===== src/rtl/mul_pkg.sv =====
// Shared types and constants for the iterative shift-add multiplier.
package mul_pkg;

    localparam int MUL_WIDTH = 32;

    typedef enum logic [1:0] {
        IDLE,
        RUN,
        DONE
    } mul_state_t;

endpackage : mul_pkg


===== src/rtl/seq_mul_fsm.sv =====
// Control for seq_mul: state register, iteration counter, busy/done decode.
module seq_mul_fsm
    import mul_pkg::*;
#(
    parameter int WIDTH = MUL_WIDTH,
    parameter int CNT_W = $clog2(WIDTH) + 1
) (
    input  logic clk,
    input  logic rst_n,
    input  logic i_start,
    input  logic i_flush,
    output logic o_accept,
    output logic o_run,
    output logic o_busy,
    output logic o_done
);

    mul_state_t       r_state;
    mul_state_t       w_next;
    logic [CNT_W-1:0] r_count;

    // NOTE: state and counters use non-blocking assignments so every flop
    // samples pre-edge values, independent of process ordering.
    always_ff @(posedge clk or negedge rst_n) begin
        if (!rst_n) begin
            r_state <= IDLE;
            r_count <= '0;
        end else begin
            r_state <= w_next;
            if (o_accept)
                r_count <= '0;
            else if (o_run)
                r_count <= r_count + 1'b1;
        end
    end

    // NOTE: every output of this block is defaulted first so no path can
    // leave one unassigned and infer a latch.
    always_comb begin
        w_next   = r_state;
        o_accept = 1'b0;
        o_run    = 1'b0;
        case (r_state)
            IDLE: begin
                if (i_start && !i_flush) begin
                    w_next   = RUN;
                    o_accept = 1'b1;
                end
            end
            RUN: begin
                if (i_flush) begin
                    w_next = IDLE;
                end else begin
                    o_run = 1'b1;
                    if (r_count == CNT_W'(WIDTH - 1))
                        w_next = DONE;
                end
            end
            DONE:    w_next = IDLE;
            default: w_next = IDLE;
        endcase
    end

    assign o_busy = (r_state != IDLE);
    assign o_done = (r_state == DONE);

endmodule : seq_mul_fsm


===== src/rtl/seq_mul.sv =====
// Radix-2 shift-add multiplier producing the low word and a register-file write-back.
// Define SEQ_MUL_ACC_EN to add the op_acc/acc_en ports for MLA accumulate.
module seq_mul
    import mul_pkg::*;
#(
    parameter int WIDTH = MUL_WIDTH,
    parameter int CNT_W = $clog2(WIDTH) + 1
) (
    input  logic             clk,
    input  logic             rst_n,
    input  logic             start,
    input  logic             flush,
    input  logic [WIDTH-1:0] op_a,
    input  logic [WIDTH-1:0] op_b,
`ifdef SEQ_MUL_ACC_EN
    input  logic [WIDTH-1:0] op_acc,
    input  logic             acc_en,
`endif
    input  logic [3:0]       rd_in,
    input  logic             s_in,
    output logic             busy,
    output logic             done,
    output logic             we,
    output logic [3:0]       wa,
    output logic [WIDTH-1:0] result,
    output logic             flag_n,
    output logic             flag_z
);

    logic             w_accept;
    logic             w_run;
    logic             w_busy;
    logic             w_done;

    logic [WIDTH-1:0] r_mcand;
    logic [WIDTH-1:0] r_mplier;
    logic [WIDTH-1:0] r_acc;
    logic [3:0]       r_wa;
    logic             r_s;

    seq_mul_fsm #(
        .WIDTH (WIDTH),
        .CNT_W (CNT_W)
    ) u_fsm (
        .clk      (clk),
        .rst_n    (rst_n),
        .i_start  (start),
        .i_flush  (flush),
        .o_accept (w_accept),
        .o_run    (w_run),
        .o_busy   (w_busy),
        .o_done   (w_done)
    );

    always_ff @(posedge clk or negedge rst_n) begin
        if (!rst_n) begin
            r_mcand  <= '0;
            r_mplier <= '0;
            r_acc    <= '0;
            r_wa     <= '0;
            r_s      <= 1'b0;
        end else if (w_accept) begin
            r_mcand  <= op_a;
            r_mplier <= op_b;
            r_wa     <= rd_in;
            r_s      <= s_in;
`ifdef SEQ_MUL_ACC_EN
            r_acc    <= acc_en ? op_acc : '0;
`else
            r_acc    <= '0;
`endif
        end else if (w_run) begin
            // Sum wraps modulo 2^WIDTH; only the low word is architecturally visible.
            if (r_mplier[0])
                r_acc <= r_acc + r_mcand;
            r_mcand  <= r_mcand << 1;
            r_mplier <= r_mplier >> 1;
        end
    end

    assign busy   = w_busy;
    assign done   = w_done;
    assign we     = w_done;
    assign wa     = r_wa;
    assign result = r_acc;
    assign flag_n = w_done & r_s & r_acc[WIDTH-1];
    assign flag_z = w_done & r_s & (r_acc == '0);

endmodule : seq_mul


===== config.mk =====
export PLATFORM = sky130hd
export DESIGN_NAME = seq_mul
export DESIGN_NICKNAME = d
export VERILOG_FILES = /design/src/rtl/mul_pkg.sv /design/src/rtl/seq_mul_fsm.sv /design/src/rtl/seq_mul.sv
export SDC_FILE = /design/constraint.sdc
export NUM_CORES = 1
export LEC_CHECK = 0
export BUFFER_PORTS_ARGS = -buffer_cell sky130_fd_sc_hd__buf_2
export CELL_PAD_IN_SITES_DETAIL_PLACEMENT = 1
export CELL_PAD_IN_SITES_GLOBAL_PLACEMENT = 2
export CORE_MARGIN = 3
export CORE_UTILIZATION = 34
export CTS_BUF_LIST = sky130_fd_sc_hd__clkbuf_8 sky130_fd_sc_hd__clkbuf_16
export CTS_CLUSTER_SIZE = 24
export DETAILED_ROUTE_END_ITERATION = 12
export PLACE_DENSITY_LB_ADDON = 0.1
export SLEW_MARGIN = 0
export SYNTH_ARGS = -nofsm -noshare
export SYNTH_HDL_FRONTEND = slang
export SYNTH_SLANG_ARGS = --single-unit

===== constraint.sdc =====
create_clock -name clk -period 3.41 [get_ports clk]
set_input_delay 0.1705 -clock clk [delete_from_list [all_inputs] [get_ports clk]]
set_output_delay 0.1705 -clock clk [all_outputs]
set_load 0.005 [all_outputs]

==> flow_summary.yaml, run 1 <==
run_status:
  status: "completed"
clock_network:
  cts_sinks: 109
  cts_buffers: 9
  htreeDepth: 3
  clk_pin_slew_ps: 70
  clock_path_buffers: 2
  cts_tree: "done"
  cts-root-buf: "clkbuf_16"
  clkLatencyLatePin_ps: 360
yosys:
  synth_area_um2: 6093
  synth_nets: 788
  ys_seq_area_share_pct: 44.76
  ys_seq_elements: 109
  synth_edf_count: 0
  synth_cells: 682
  synthFlopType: "dfrtp_1"
  synth.distinct_cells: 59
  synthArstFlopShare_pct: 100.0
  synth.avg_cell_area_um2: 8.935
  ys_warn_count: 0
cells_and_area:
  layout_common_cells: "155 x nand2_1, 112 x buf_2, 109 x dfrtp_1"
  finish.utilization_pct: 42.04
  syn_to_final_growth_pct: 20.16
  drive_above_1_share_pct: 20.73
  fin_nets: 892
  mostFrequentLayoutCell: "nand2_1"
  antennaDiodeCount: 0
global_route:
  grt_antenna_before_repair: 0
  track_usage_pct: 18.99
  grt_pass1_vias: 5847
  grt_overflow: 0
  grt_max_degree: 63
  grt_pass1_wl_um: 30400
detailed_routing:
  antenna_left: 0
  firstDrtPassIters: 4
  vias: 5445
  viasPerCell: 5.359
  drtIter0Drc: 262
  wirelength_um: 18200
  wl_per_cell_um: 17.91
  drc: 0
worst_hold_path:
  hold_class: "in -> reg"
worst_setup_path:
  crit_buf_inv: 0
  cp_slowest_cell: "dfrtp_1"
  max_stage_delay_ps: 410
  worst_path_dominant_cell_family: "compound AO/OA/AOI/OAI gates"
  path_cells: "ha_1 -> fa_2 -> a211o_1 -> a21oi_4 -> o211ai_1 -> a211o_1 -> a221o_2 -> a22oi_4 -> a21oi_2 -> or4_1 -> nand3_1"
  cp.arrival_ps: 3550
  crit_required_ps: 3700
  crit_top_cell: "a211o_1"
  path_class: "reg -> reg"
  cp-end-kind: "flip-flop"
  cp_max_fo: 3
  worstSetupStartpointType: "flip-flop"
sta:
  tns_ps: 0
  fin_crit_ps: 3263
  hold_viol_final: 0
  worst_pin_slew_ps: 876.2
  final-setup-viol-count: 0
  rsz0062_at_grt: "false"
  maxSlewHeadroom_pct: 41.58
  fin_skew_ps: 11.27
  drv_slew: 0
  fin_crit_sh_pct: 95.68
  max_clock_freq_mhz: 306.5
floorplanning:
  io_pins: 114
  core_area_um2: 17420
  die_w_um: 139.9
  num_rows: 48
  start_util_pct: 34.99
  die_area_um2: 19560
  die_h_um: 139.9
power_and_ir_drop:
  leakage_nw: 3.751
  p_per_area_nw_per_um2: 694.8
  peakVddDrop_v: 0.0003625
placement:
  dp_hpwl_um: 13150
  io_buffers: 113
  gp_congestion: 0.8555
run:
  maxCapViolCount: 0
[repair_timing]
item,in CTS,in global routing
resized for setup,0,1
hold buffers,5,0
endpoints found under the setup margin,0,1
hold endpoints to repair,51,0
setup buffers,0,1
[tightest hold or removal path, stage by stage]
cell and delay, ps:
buf_2 80, nand2_1 40, nand2_1 50
[logic make-up after synthesis]
logic type	Yosys count	share of synthesized area [%]
AND/OR/NAND/NOR	274	19.53
buffers and inverters	49	3.080
flip-flops	109	44.76
multiplexers	2	0.3491
AO/OA/AOI/OAI	186	21.21
adder cells (fa/ha/maj)	33	6.899
XOR/XNOR	29	4.168
[flip-flops by register name, summed over array words and instances (netlist names)]
name and flops:
u_fsm.r_count 6, r_s 1, result 32, wa 4, r_mcand 32, r_mplier 32, u_fsm.r_state 2
[final cells by class]
| cell class | count | area (um2) |
|---|---|---|
| fill | 2086 | 10090 |
| multi-input combinational | 524 | 3194 |
| sequential | 109 | 2728 |
| timing repair buffer | 132 | 748.2 |
| tap | 225 | 281.5 |
| clock buffer | 10 | 239.0 |
| clock inverter | 6 | 93.84 |
| inverter | 10 | 37.54 |
[power breakdown]
group | switching [W] | leakage, nW | internal [W] | total [W]
combinational | 0.00109 | 2.20 | 0.000830 | 0.00192
clock | 0.000524 | 0.165 | 0.000673 | 0.00120
sequential | 0.000334 | 1.39 | 0.00163 | 0.00197
total | 0.00195 | 3.75 | 0.00314 | 0.00509
[through the flow]
stage	worst slack (ps)	area (um2)	std cells	hold slack (ps)	power, W
floorplan	258.1	6093	682	-125.1	0.003227
global placement	124.0	6929	994	246.4	0.003856
detailed placement	73.30	6929	994	252.2	0.003925
CTS	34.72	7312	1015	4.059	0.005155
global route	4.332	7322	1016	26.09	0.005509
finish	147.3	7322	1016	9.993	0.005087
[synthesized netlist by cell type, types with 7 or more instances]
library cell	number	area [um2]
nand2_1	155	581.8
xnor2_1	18	157.7
a21oi_1	22	110.1
nor2_1	37	138.9
nand4_1	9	56.30
nor4_1	10	62.56
a21o_1	15	112.6
inv_1	10	37.54
nor3_1	7	35.03
a31oi_1	15	93.84
xor2_1	11	96.34
clkbuf_1	36	135.1
nand3_1	36	180.2
a22oi_1	46	345.3
ha_1	32	400.4
dfrtp_1	109	2728
o21ai_0	44	220.2
[path summary, 6_finish.rpt]
| path | startpoint | endpoint | slack, ps | cells after the start |
|---|---|---|---|---|
| min | rd_in[1] | wa[1] | 10 | 3 |
| max reg2reg | r_mcand[0] | result[28] | 150 | 11 |
| min reg2reg | wa[1] | wa[1] | 480 | 2 |
| min in group asynchronous | rst_n | r_mcand[19] | 380 | 2 |
| max in group asynchronous | rst_n | result[27] | 2210 | 3 |
| max | r_mcand[0] | result[28] | 150 | 11 |
[metal layers]
metal / share of wire, % / vias up / GRT usage (%)
met4: 1.5 / 0 / 5.456
li1: - / 2649 / -
met2: 48 / 80 / 31.55
met3: 3.9 / 17 / 3.643
met1: 47 / 2699 / 25.30
met5: 0 / - / 0
Note: power is estimated with default switching activity, not from simulation.
==> inputs of run 2 (changes only) <==
--- a/config.mk
+++ b/config.mk
@@ -9,7 +9,7 @@
 export CELL_PAD_IN_SITES_DETAIL_PLACEMENT = 1
 export CELL_PAD_IN_SITES_GLOBAL_PLACEMENT = 2
 export CORE_MARGIN = 3
-export CORE_UTILIZATION = 34
+export CORE_UTILIZATION = 36
 export CTS_BUF_LIST = sky130_fd_sc_hd__clkbuf_8 sky130_fd_sc_hd__clkbuf_16
 export CTS_CLUSTER_SIZE = 24
 export DETAILED_ROUTE_END_ITERATION = 12
==> constraint.sdc (replaced) <==
create_clock -name clk -period 3.81 [get_ports clk]
set_input_delay 0.1905 -clock clk [delete_from_list [all_inputs] [get_ports clk]]
set_output_delay 0.1905 -clock clk [all_outputs]
set_load 0.005 [all_outputs]
==> run 2 against run 1 <==
Net effect: via count grew 0.94%; sequential share of layout area is 0.68 points higher; worst setup slack gained 200 ps; clock-buffer cell count decreased by 1; cell area decreased by 1.8%; power shrank 12%; global-route usage is 0.88 points higher; routed wire length decreased by 0.94%; clock skew fell by 2.5 ps; largest cell class unchanged; largest power group unchanged; highest routed layer unchanged.
==> flow_summary.yaml, run 2 (synthesized netlist as in run 1, its figures left out) <==
placement:
  gp_congestion: 0.8569
  io_buffers: 113
  dp_hpwl_um: 13010
floorplanning:
  die_h_um: 136.1
  io_pins: 114
  die_w_um: 136.1
  num_rows: 46
  start_util_pct: 37.54
  die_area_um2: 18520
  core_area_um2: 16230
power_and_ir_drop:
  p_per_area_nw_per_um2: 621.2
  seq_power_share_pct: 39.5
  p_sw_w: 0.001758
  leakage_nw: 3.690
  clkPwrFrac_pct: 22.2
  power_frac_comb_pct: 38.3
  p_int_w: 0.002709
  swShare_pct: 39.35
  peakVddDrop_v: 0.0002459
detailed_routing:
  viasPerCell: 5.507
  antenna_left: 0
  firstDrtPassIters: 4
  vias: 5496
  wirelength_um: 18030
  wl_per_cell_um: 18.06
  drc: 0
  drtIter0Drc: 227
worst_setup_path:
  rr_startpoint: "result[0]"
  crit_required_ps: 4100
  reg2reg_slack_ps: 350
  cp-end-kind: "flip-flop"
  worstSetupStartpointType: "flip-flop"
  r2r-end: "result[28]"
  worstRegToRegCells: 11
  path_class: "reg -> reg"
  cp.arrival_ps: 3750
  cp_max_fo: 5
sta:
  worst_pin_slew_ps: 963.0
  hold_viol_final: 0
  final-setup-viol-count: 0
  rsz0062_at_grt: "false"
  fin_skew_ps: 8.821
  tns_ps: 0
  max_clock_freq_mhz: 289.0
  maxSlewHeadroom_pct: 35.65
  drv_slew: 0
  fin_crit_sh_pct: 90.81
  fin_crit_ps: 3460
worst_hold_path:
  hold_class: "in -> reg"
  hold_path.startpoint: "rd_in[1]"
  hold_depth: 3
  whs_endpoint: "wa[1]"
cells_and_area:
  drive_above_1_share_pct: 20.20
  antennaDiodeCount: 0
  fin_nets: 883
  syn_to_final_growth_pct: 18.01
  finish.utilization_pct: 44.30
  n_fill_cell: 1930
  layout_common_cells: "155 x nand2_1, 112 x buf_2, 109 x dfrtp_1"
  mostFrequentLayoutCell: "nand2_1"
global_route:
  grt_overflow: 0
  track_usage_pct: 19.87
  grt_max_degree: 110
  grt_pass1_wl_um: 29570
  grt_pass1_vias: 5764
  grt_antenna_before_repair: 0
clock_network:
  clk_pin_slew_ps: 80
  clock_path_buffers: 2
  cts-root-buf: "clkbuf_16"
  cts_tree: "done"
  clkLatencyLatePin_ps: 350
  htreeDepth: 3
  cts_sinks: 109
  cts_buffers: 9
  postCtsSetupRepairBufs: 0
run:
  maxCapViolCount: 0
run_status:
  status: "completed"
-- run 2: critical path: stages, from the launching register on --
cell      delay, ps
dfrtp_1         430
ha_1            260
fa_1            440
a211o_1         360
a21oi_4         170
o211ai_1        110
a211o_1         370
a221o_2         410
a22oi_4         250
a21oi_2          90
or4_1           400
nand3_1         100
-- run 2: how the worst max path moves through the flow --
stage	start	end	slack, ps	cells past startpoint
after detailed placement	result[0]	result[28]	360	11
after global routing	result[0]	result[28]	230	11
after global placement	result[0]	result[28]	470	11
after floorplan	result[0]	result[28]	660	11
after CTS	result[0]	result[28]	330	11
final	result[0]	result[28]	350	11
-- run 2: final cells by class --
cell class	count	area (um2)	area share (%)
inverters	10	37.54	0.5220
flip-flops and latches	109	2728	37.93
repair buffers	123	658.1	9.153
clock buffers	9	225.2	3.132
well taps	216	270.3	3.758
multi-input cells	524	3192	44.39
clock inverters	7	80.08	1.114
-- run 2: routing by layer --
layer / track usage [%] / vias up / wire [um]
met3: 4.774 / 13 / 820
met2: 33.57 / 95 / 8816
li1: - / 2631 / -
met4: 5.039 / 0 / 256
met1: 25.66 / 2757 / 8135
met5: 0 / - / 0
-- run 2: through the flow --
stage	total power, W	hold WS [ps]	setup slack (ps)	instance area [um2]	instances
global route	0.004827	33.92	226.4	7191	998
floorplan	0.002888	-105.1	658.1	6093	682
global placement	0.003423	330.6	465.6	6875	981
CTS	0.004530	21.49	335.0	7191	998
finish	0.004467	34.09	350.2	7191	998
detailed placement	0.003508	340.0	360.7	6875	981
-- run 2: what timing repair did --
action / in CTS / in global routing
gates resized for setup: 0 / 0
hold buffers: 1 / 0
hold endpoints to repair: 109 / 0
setup endpoints to repair: 0 / 0
-- run 2: power groups by stage --
| stage | combinational, W | sequential, W | clock, W |
|---|---|---|---|
| 5_1_grt | 0.00194 | 0.00181 | 0.00107 |
| 4_1_cts | 0.00173 | 0.00177 | 0.00103 |
| 3_3_place_gp | 0.00166 | 0.00176 | 0 |
| 3_5_place_dp | 0.00172 | 0.00179 | 0 |
| 6_report | 0.00171 | 0.00176 | 0.000991 |
| 2_1_floorplan | 0.00119 | 0.00170 | 0 |
